===== src/rtl/voter_ballot.sv =====
// voter_ballot: sequential ballot collector for a four-member voting panel.
// It opens a session on START and accepts one vote per member. It closes when
// all four members have cast. It then holds the ballot vector, the yes tally
// and the verdict stable for the downstream combinational voter.
// Optional feature: define VOTER_TIMEOUT_EN to build the session window timer.
// With the timer, a session also closes after WINDOW cycles even if some members
// have not voted. Without it, WINDOW is ignored and a session waits for all votes.
module voter_ballot #(
  parameter int WINDOW = 16
) (
  input  logic       CLK,
  input  logic       RST,
  input  logic       START,
  input  logic [3:0] VOTE_VLD,
  input  logic [3:0] VOTE_VAL,
  output logic [3:0] I,
  output logic [3:0] CAST,
  output logic [2:0] YES_CNT,
  output logic [1:0] VERDICT,
  output logic       BUSY,
  output logic       DONE
);

  typedef enum logic [1:0] {
    ST_IDLE  = 2'b00,
    ST_OPEN  = 2'b01,
    ST_CLOSE = 2'b10,
    ST_HOLD  = 2'b11
  } state_t;

  // A window outside 1..255 cannot be loaded into the 8-bit timer.
  if ((WINDOW < 32'sd1) || (WINDOW > 32'sd255)) begin : g_window_range
    $error("voter_ballot: WINDOW must be in the range 1..255");
  end

  // Number of set bits in a 4-bit vote vector (0..4).
  function automatic logic [2:0] popcount4(input logic [3:0] v);
    popcount4 = {2'b00, v[0]} + {2'b00, v[1]} + {2'b00, v[2]} + {2'b00, v[3]};
  endfunction

  // Verdict encoding: pass on 3+ yes; tie needs exactly 2 yes with all four cast.
  function automatic logic [1:0] verdict_of(input logic [2:0] yes, input logic [3:0] cast);
    if (yes >= 3'd3) begin
      verdict_of = 2'b01;
    end else if ((yes == 3'd2) && (cast == 4'b1111)) begin
      verdict_of = 2'b10;
    end else begin
      verdict_of = 2'b00;
    end
  endfunction

  state_t     state_r;
  state_t     state_next_s;
  logic [3:0] i_r;
  logic [3:0] i_next_s;
  logic [3:0] cast_r;
  logic [3:0] cast_next_s;
  logic [2:0] yes_cnt_r;
  logic [2:0] yes_next_s;
  logic [1:0] verdict_r;
  logic [1:0] verdict_next_s;
  logic       busy_r;
  logic       busy_next_s;
  logic       done_r;
  logic       done_next_s;
  logic [3:0] accept_s;
  logic       expire_s;

`ifdef VOTER_TIMEOUT_EN
  localparam logic [7:0] WINDOW_LOAD = 8'(WINDOW - 32'sd1);

  logic       open_entry_s;
  logic [7:0] timer_r;
  logic [7:0] timer_next_s;

  // A session is opened exactly when START lands in IDLE or HOLD.
  assign open_entry_s = START & ((state_r == ST_IDLE) | (state_r == ST_HOLD));
  // Timer reads 0 during the WINDOW-th OPEN cycle, which is the last one.
  assign expire_s = (timer_r == 8'd0);

  // Window timer: load on session open, count down while OPEN.
  always_comb begin
    timer_next_s = timer_r;
    if (open_entry_s) begin
      timer_next_s = WINDOW_LOAD;
    end else if ((state_r == ST_OPEN) && (timer_r != 8'd0)) begin
      timer_next_s = timer_r - 8'd1;
    end else begin
      timer_next_s = timer_r;
    end
  end

  // Window timer register.
  always_ff @(posedge CLK or posedge RST) begin
    if (RST) begin
      timer_r <= 8'd0;
    end else begin
      timer_r <= timer_next_s;
    end
  end
`else
  assign expire_s = 1'b0;
`endif

  // Next-state and next-output logic for the session FSM.
  always_comb begin
    state_next_s   = state_r;
    i_next_s       = i_r;
    cast_next_s    = cast_r;
    yes_next_s     = yes_cnt_r;
    verdict_next_s = verdict_r;
    accept_s       = 4'b0000;
    case (state_r)
      ST_IDLE, ST_HOLD: begin
        if (START) begin
          state_next_s   = ST_OPEN;
          i_next_s       = 4'b0000;
          cast_next_s    = 4'b0000;
          yes_next_s     = 3'd0;
          verdict_next_s = 2'b00;
        end else begin
          state_next_s = state_r;
        end
      end
      ST_OPEN: begin
        // Only first votes are accepted; a member's bit of I is still 0 until
        // that member is accepted, so OR-ing in the new yes bits is exact.
        accept_s    = VOTE_VLD & ~cast_r;
        cast_next_s = cast_r | accept_s;
        i_next_s    = i_r | (accept_s & VOTE_VAL);
        yes_next_s  = yes_cnt_r + popcount4(accept_s & VOTE_VAL);
        if ((cast_next_s == 4'b1111) || expire_s) begin
          state_next_s = ST_CLOSE;
        end else begin
          state_next_s = ST_OPEN;
        end
      end
      ST_CLOSE: begin
        verdict_next_s = verdict_of(yes_cnt_r, cast_r);
        state_next_s   = ST_HOLD;
      end
      default: begin
        state_next_s = ST_IDLE;
      end
    endcase
    busy_next_s = (state_next_s == ST_OPEN) || (state_next_s == ST_CLOSE);
    done_next_s = (state_r == ST_CLOSE);
  end

  // State and output registers; reset aborts any session without a DONE pulse.
  always_ff @(posedge CLK or posedge RST) begin
    if (RST) begin
      state_r   <= ST_IDLE;
      i_r       <= 4'b0000;
      cast_r    <= 4'b0000;
      yes_cnt_r <= 3'd0;
      verdict_r <= 2'b00;
      busy_r    <= 1'b0;
      done_r    <= 1'b0;
    end else begin
      state_r   <= state_next_s;
      i_r       <= i_next_s;
      cast_r    <= cast_next_s;
      yes_cnt_r <= yes_next_s;
      verdict_r <= verdict_next_s;
      busy_r    <= busy_next_s;
      done_r    <= done_next_s;
    end
  end

  assign I       = i_r;
  assign CAST    = cast_r;
  assign YES_CNT = yes_cnt_r;
  assign VERDICT = verdict_r;
  assign BUSY    = busy_r;
  assign DONE    = done_r;

endmodule


===== config.mk =====
export PLATFORM = sky130hd
export DESIGN_NAME = voter_ballot
export DESIGN_NICKNAME = d
export VERILOG_FILES = /design/src/rtl/voter_ballot.sv
export SDC_FILE = /design/constraint.sdc
export NUM_CORES = 1
export LEC_CHECK = 0
export ABC_AREA = 0
export CORE_UTILIZATION = 30
export DETAILED_ROUTE_END_ITERATION = 8
export PLACE_DENSITY = 0.59
export SYNTH_ARGS = -nofsm -noshare
export SYNTH_HDL_FRONTEND = slang
export SYNTH_SLANG_ARGS = --single-unit

===== constraint.sdc =====
create_clock -name CLK -period 2.7 [get_ports CLK]
set_input_delay 0.81 -clock CLK [delete_from_list [all_inputs] [get_ports CLK]]
set_output_delay 0.81 -clock CLK [all_outputs]
set_load 0.02 [all_outputs]

* Word-level counts from Yosys, hierarchy flattened
Index checks and enable logic that the tools add are counted.
** Word-level totals
- Flip-flop bits (word level) :: 17
- Bits in latches :: 0
- Bits in writable memories :: 0
- Bits in read-only memories :: 0
- Word-level logic and storage cells :: 46
- Memories kept :: 0
** Operators by class
- $add $sub $neg :: 4
- Multipliers :: 0
- Div/mod/pow operators :: 0
- Magnitude comparators :: 1
- Equality and inequality tests :: 9
- Shift-type cells :: 0
- Muxes and demuxes :: 12
- Bitwise operators :: 5
- Reductions and logical operators :: 8
** Operator list (count)
- $pmux W4 S2 :: 2
- $mux W2 :: 5
- $and A4 B4 Y4 :: 2
- $eq A4 B4 Y1 const B :: 2
- $or A4 B4 Y4 :: 2
- $eq A2 B2 Y1 const B :: 3
- $pmux W2 S3 :: 1
- $pmux W3 S2 :: 1
- $eq A2 B1 Y1 const B :: 2
- $mux W4 :: 1
- $not A4 Y4 :: 1
- $pmux W2 S2 :: 1
- $reduce_and A2 Y1 :: 2
- $reduce_bool A2 Y1 :: 2
- $add A2 B1 Y3 :: 1
- $add A3 B1 Y3 :: 1
- $add A3 B3 Y3 :: 1
- $eq A3 B2 Y1 const B :: 1
- $ge A3 B2 Y1 const B :: 1
- $mux W3 :: 1
- $add A1 B1 Y2 :: 1
- $logic_not A2 Y1 :: 1
- $ne A2 B2 Y1 const B :: 1
- $reduce_or A2 Y1 :: 1
- 2 further kinds :: 2

* Logic depth before layout (Yosys ltp)
- Word-level depth :: 8
- Gate-level depth with buffers :: 7
- Depth with buffers taken out :: 7

* Worst setup path before layout
No wires, ideal clock.
- Path kind :: input to register
- Start :: in VOTE_VAL[0]
- End :: reg yes_cnt_r[1], in the netlist YES_CNT[1]
- Library setup time :: 126 ps
- Arrival time :: 2415 ps
- Data required time :: 2574 ps
- Path slack :: 159 ps
- Stages :: 7
- Path through :: nand3b_1 -> fa_1 -> fa_1 -> inv_1 -> fa_1 -> nand3_1 -> o21ai_0
** On the way
- Longest elaborated chain between the ends :: 6
** RTL lines
- start: declaration :: RTL line 15 : input logic [3:0] VOTE_VAL,
- $and A4 B4 Y4 :: RTL line 131 : yes_next_s = yes_cnt_r + popcount4(accept_s & VOTE_VAL);
- $add A1 B1 Y2 :: RTL line 38 : popcount4 = {2'b00, v[0]} + {2'b00, v[1]} + {2'b00, v[2]} + {2'b00, v[3]};
- $add A2 B1 Y3 :: RTL line 38
- $add A3 B1 Y3 :: RTL line 38
- $add A3 B3 Y3 :: RTL line 131
- $pmux W3 S2 :: RTL line 113 : case (state_r)
- end signal: assignment :: RTL line 164 : yes_cnt_r <= yes_next_s;
- end: declaration :: RTL line 58 : logic [2:0] yes_cnt_r;
Every way passes these cells.
A chain may end at the register's enable or synchronous reset.

* Final worst setup path
- Start :: in VOTE_VLD[0]
- End :: reg yes_cnt_r[1], in the netlist YES_CNT[1]
** On the way
- Longest elaborated chain between the ends :: 7
** RTL lines
- start: declaration :: RTL line 14 : input logic [3:0] VOTE_VLD,
- $and A4 B4 Y4 :: RTL line 128 : accept_s = VOTE_VLD & ~cast_r;
- $and A4 B4 Y4 :: RTL line 131
- $add A1 B1 Y2 :: RTL line 38
- $add A2 B1 Y3 :: RTL line 38
- $add A3 B1 Y3 :: RTL line 38
- $add A3 B3 Y3 :: RTL line 131
- $pmux W3 S2 :: RTL line 113
Every way passes these cells.

==> results.md <==
* Critical path, cell by cell: dlymetal6s2s_1, nand3b_1, fa_1, fa_2, inv_2, fa_1, nand3_1, o21ai_1
* Clk sink count at 17
* Seq/Total Area, Yosys at around 50%
* Pin count of the biggest net entering global routing at 18
* Core Util, Final at roughly 43%
* Fin. Hold Viols at 0
* Clk slew on worst S/H paths at 0.11 ns
* Final setup fails at 0
* CORE AREA at roughly 2800 um2
* Pwr Density at 1080 nW/um2
* Final Cell Area at 1200 um2
* Worst-Skew Late Latency at between 0.2 and 0.3 ns
* DP Cell Count at about 140
* Clock tree buffer depth at 2
* Worst VDD drop at just under 0.0006 V
* Int Pwr at 0.729 mW
* Via density at 5.05
* Design Power at around 1.3 mW
* Cell Area, Synth at slightly below 900 um2
* Measured slew at the worst slew-check pin at about 0.64 ns
* Global Route Usage Sum at 13.9%
* Fin. max-slew vios at 0
* Nets at 131
* Slew Limit Headroom at 57.1%
* First-pass GRT wire length at around 3400 um
* Avg Inst Size Synth at just over 10 um2
* CP Launch Point: VOTE_VLD[0]
* ANT nets after route at 0
* Post-Synth XOR/XNOR Area at under 10%
* RSZ-0062 raised after global routing: no
* Stages on the worst setup path at 8
* Buffer count from post-CTS setup fixing at 0
* Gate power share at between 50 and 60%
* Vias in the first global route at 744
* Sw Ratio at a little over two fifths
* Power share of the sequential group at ~34%
* Bufs and invs on worst path at 2
* Main combinational cell family by area after synthesis: compound AO/OA/AOI/OAI gates
* CP Capture Point: YES_CNT[1]
* Asr flop ratio synth at between 90% and 100%
* Adder-cell share of the synthesized area at about a tenth
* Synth Area in Compound Gates at between 10% and 20%
* N_diodes at 0
* Cell family with most CP delay: adder cells
* Critical Path AT at between 2 and 3 ns
* Die Wd at 56.0 um
* Routed WL per cell at roughly 13 um
* H-tree levels at 1
* Synthesized flop and latch total at 17
* Post-synth top area cell: dfrtp_1
* Cell mode on critical path: fa_1
* Die height at approximately 56 um
* Max-cap violations at 0
* Worst reg2reg setup slack at roughly 0.47 ns
* Delay of the slowest critical-path stage at around 0.5 ns
* Post-place setup slack at -0.421 ns
* Fmax at 0.431 GHz
* Non-Filler Instances at roughly 150
* Startpoint Class: input pin
* TritonCTS buffer count at 3
* Clock skew at 0.00981 ns
* Root buf cell: clkbuf_4
* Net Sw Power at about 0.56 mW
* Worst Path Required at around 2.9 ns
* Std-Cell Rows at 19
* CP Class: in -> reg
* Count leader, synth: dfrtp_1
* Top post-synthesis cells by area: dfrtp_1 49%, fa_1 6.9%, inv_1 6.0%, a21oi_1 5.7%, ha_1 2.9%
* Share of power burned in the clock network at approximately a tenth
* Most frequent cells after synthesis: 17 x dfrtp_1, 14 x inv_1, 10 x a21oi_1
* R2R Path Start: CAST[0]
* DRT Pass-1 Iters at 4
* Die area at between 3000 and 4000 um2
* Initial Util at between 30% and 40%
* DP Area at approximately 1200 um2
* Syn nets at approximately 100
* Initial DRC Count at 5
* Yosys warning total at 0
* Critical path's slowest cell: fa_1
* Crit Reg-Reg Endpoint: YES_CNT[1]
* Initial antenna violation count at 0
* Tmin final at between 2 and 2.5 ns
* Hold WS at ~0.52 ns
* Hold WC Path Type: reg -> reg
* Predominant post-synthesis flop cell: dfrtp_1
* Lkg Pwr at 0.551 nW
* Status: complete, no violations
* Post-synth EDFFs at 0
* CTS tree: yes
* Final worst slack at ~0.38 ns
* Simple-Gate Fraction of Synth Area at roughly 13%
* Hpwl dp at 1480 um
* Synth Instances at between 80 and 90
* TNS Setup at 0 ns
* FF-to-FF path depth at 7
* Worst-path fanout max at 2
* Distinct cells, synth at 27
* Vias at approximately 730
* P&R area growth vs syn at 37.1%
* DRC viols at 0
* Final Wtd Congestion at around 0.77
* Port buffer count at 25
* Mux contribution to synthesized area at 1.72%
* I/O Pins at 26
* CP endpoint kind: flop
* Share of the synthesized area in the top cell type at ~49%
* WL final at 1930 um
* Share of layout cells above drive strength 1 at 8.77%
* Post-route clock period utilization at roughly 86%
* Global route overflow at 0
-- power groups by stage --
stage | Combinational (mW) | Sequential [mW] | Clock (mW)
after CTS | 0.718 | 0.438 | 0.143
after global routing | 0.802 | 0.452 | 0.158
final | 0.715 | 0.437 | 0.137
after global placement | 0.698 | 0.440 | 0
after floorplan | 0.379 | 0.524 | 0
after detailed placement | 0.717 | 0.442 | 0
-- worst min-delay path by stage --
stage                          start         end  slack [ns]  depth (start not counted)
final                           I[2]        I[2]        0.52                          2
after global routing            I[3]        I[3]        0.56                          2
after CTS                       I[2]        I[2]        0.52                          2
after detailed placement        I[1]        I[1]        0.51                          2
after global placement          I[1]        I[1]        0.49                          2
after floorplan           state_r[1]  state_r[1]        0.52                          2
-- what timing repair did --
item	CTS	global route
gates resized for setup	1	6
pin swaps	3	6
setup endpoints to repair	1	2
hold buffers	0	0
-- worst reg2reg max path, stage by stage (launching register included) --
cell      delay (ns)
dfrtp_1         0.44
nand3b_1        0.21
fa_1            0.50
fa_2            0.38
inv_2           0.06
fa_1            0.40
nand3_1         0.08
o21ai_1         0.06
-- flip-flops by register name (all words and copies together), names as in the netlist --
signal,cells
BUSY,1
CAST,4
DONE,1
I,4
VERDICT,2
YES_CNT,3
state_r,2
-- cell type report --
class                   count  area (um2)
clock buffers               3        22.5
clock inverters             1        5.00
fillers                   291        1560
inverters                  14        52.6
multi-input cells          52         379
flip-flops and latches     17         425
well taps                  31        38.8
repair buffers             27         275
-- logic make-up after synthesis --
family	count (synthesis)
compound gates	25
simple gates	20
buf+inv	17
flops	17
fa+ha+maj	5
xor+xnor	1
mux	1
-- layout by cell type, fill, tap and decap left out, types with 2 or more instances in the layout --
| master | n |
|---|---|
| clkdlybuf4s50_1 | 21 |
| dfrtp_1 | 17 |
| inv_1 | 13 |
| a21oi_1 | 10 |
| nor2_1 | 6 |
| nand2b_1 | 4 |
| dlymetal6s2s_1 | 4 |
| nand3_1 | 3 |
| nand3b_1 | 3 |
| o21ai_0 | 3 |
| clkbuf_4 | 3 |
| o22ai_1 | 2 |
| o41ai_1 | 2 |
| nand4_1 | 2 |
| fa_1 | 2 |
| ha_1 | 2 |
| buf_4 | 2 |
-- per-layer routing --
layer  wire (um)  global-route usage [%]  up-vias  share of wire [%]
li1            -                       -      355                  -
met3          93                    3.02        2                4.8
met5           0                       0        -                  0
met2         912                    22.3       23                 47
met1         908                    18.4      352                 47
met4          10                    5.23        0               0.52
No activity file was read; power rests on OpenSTA's default activity.
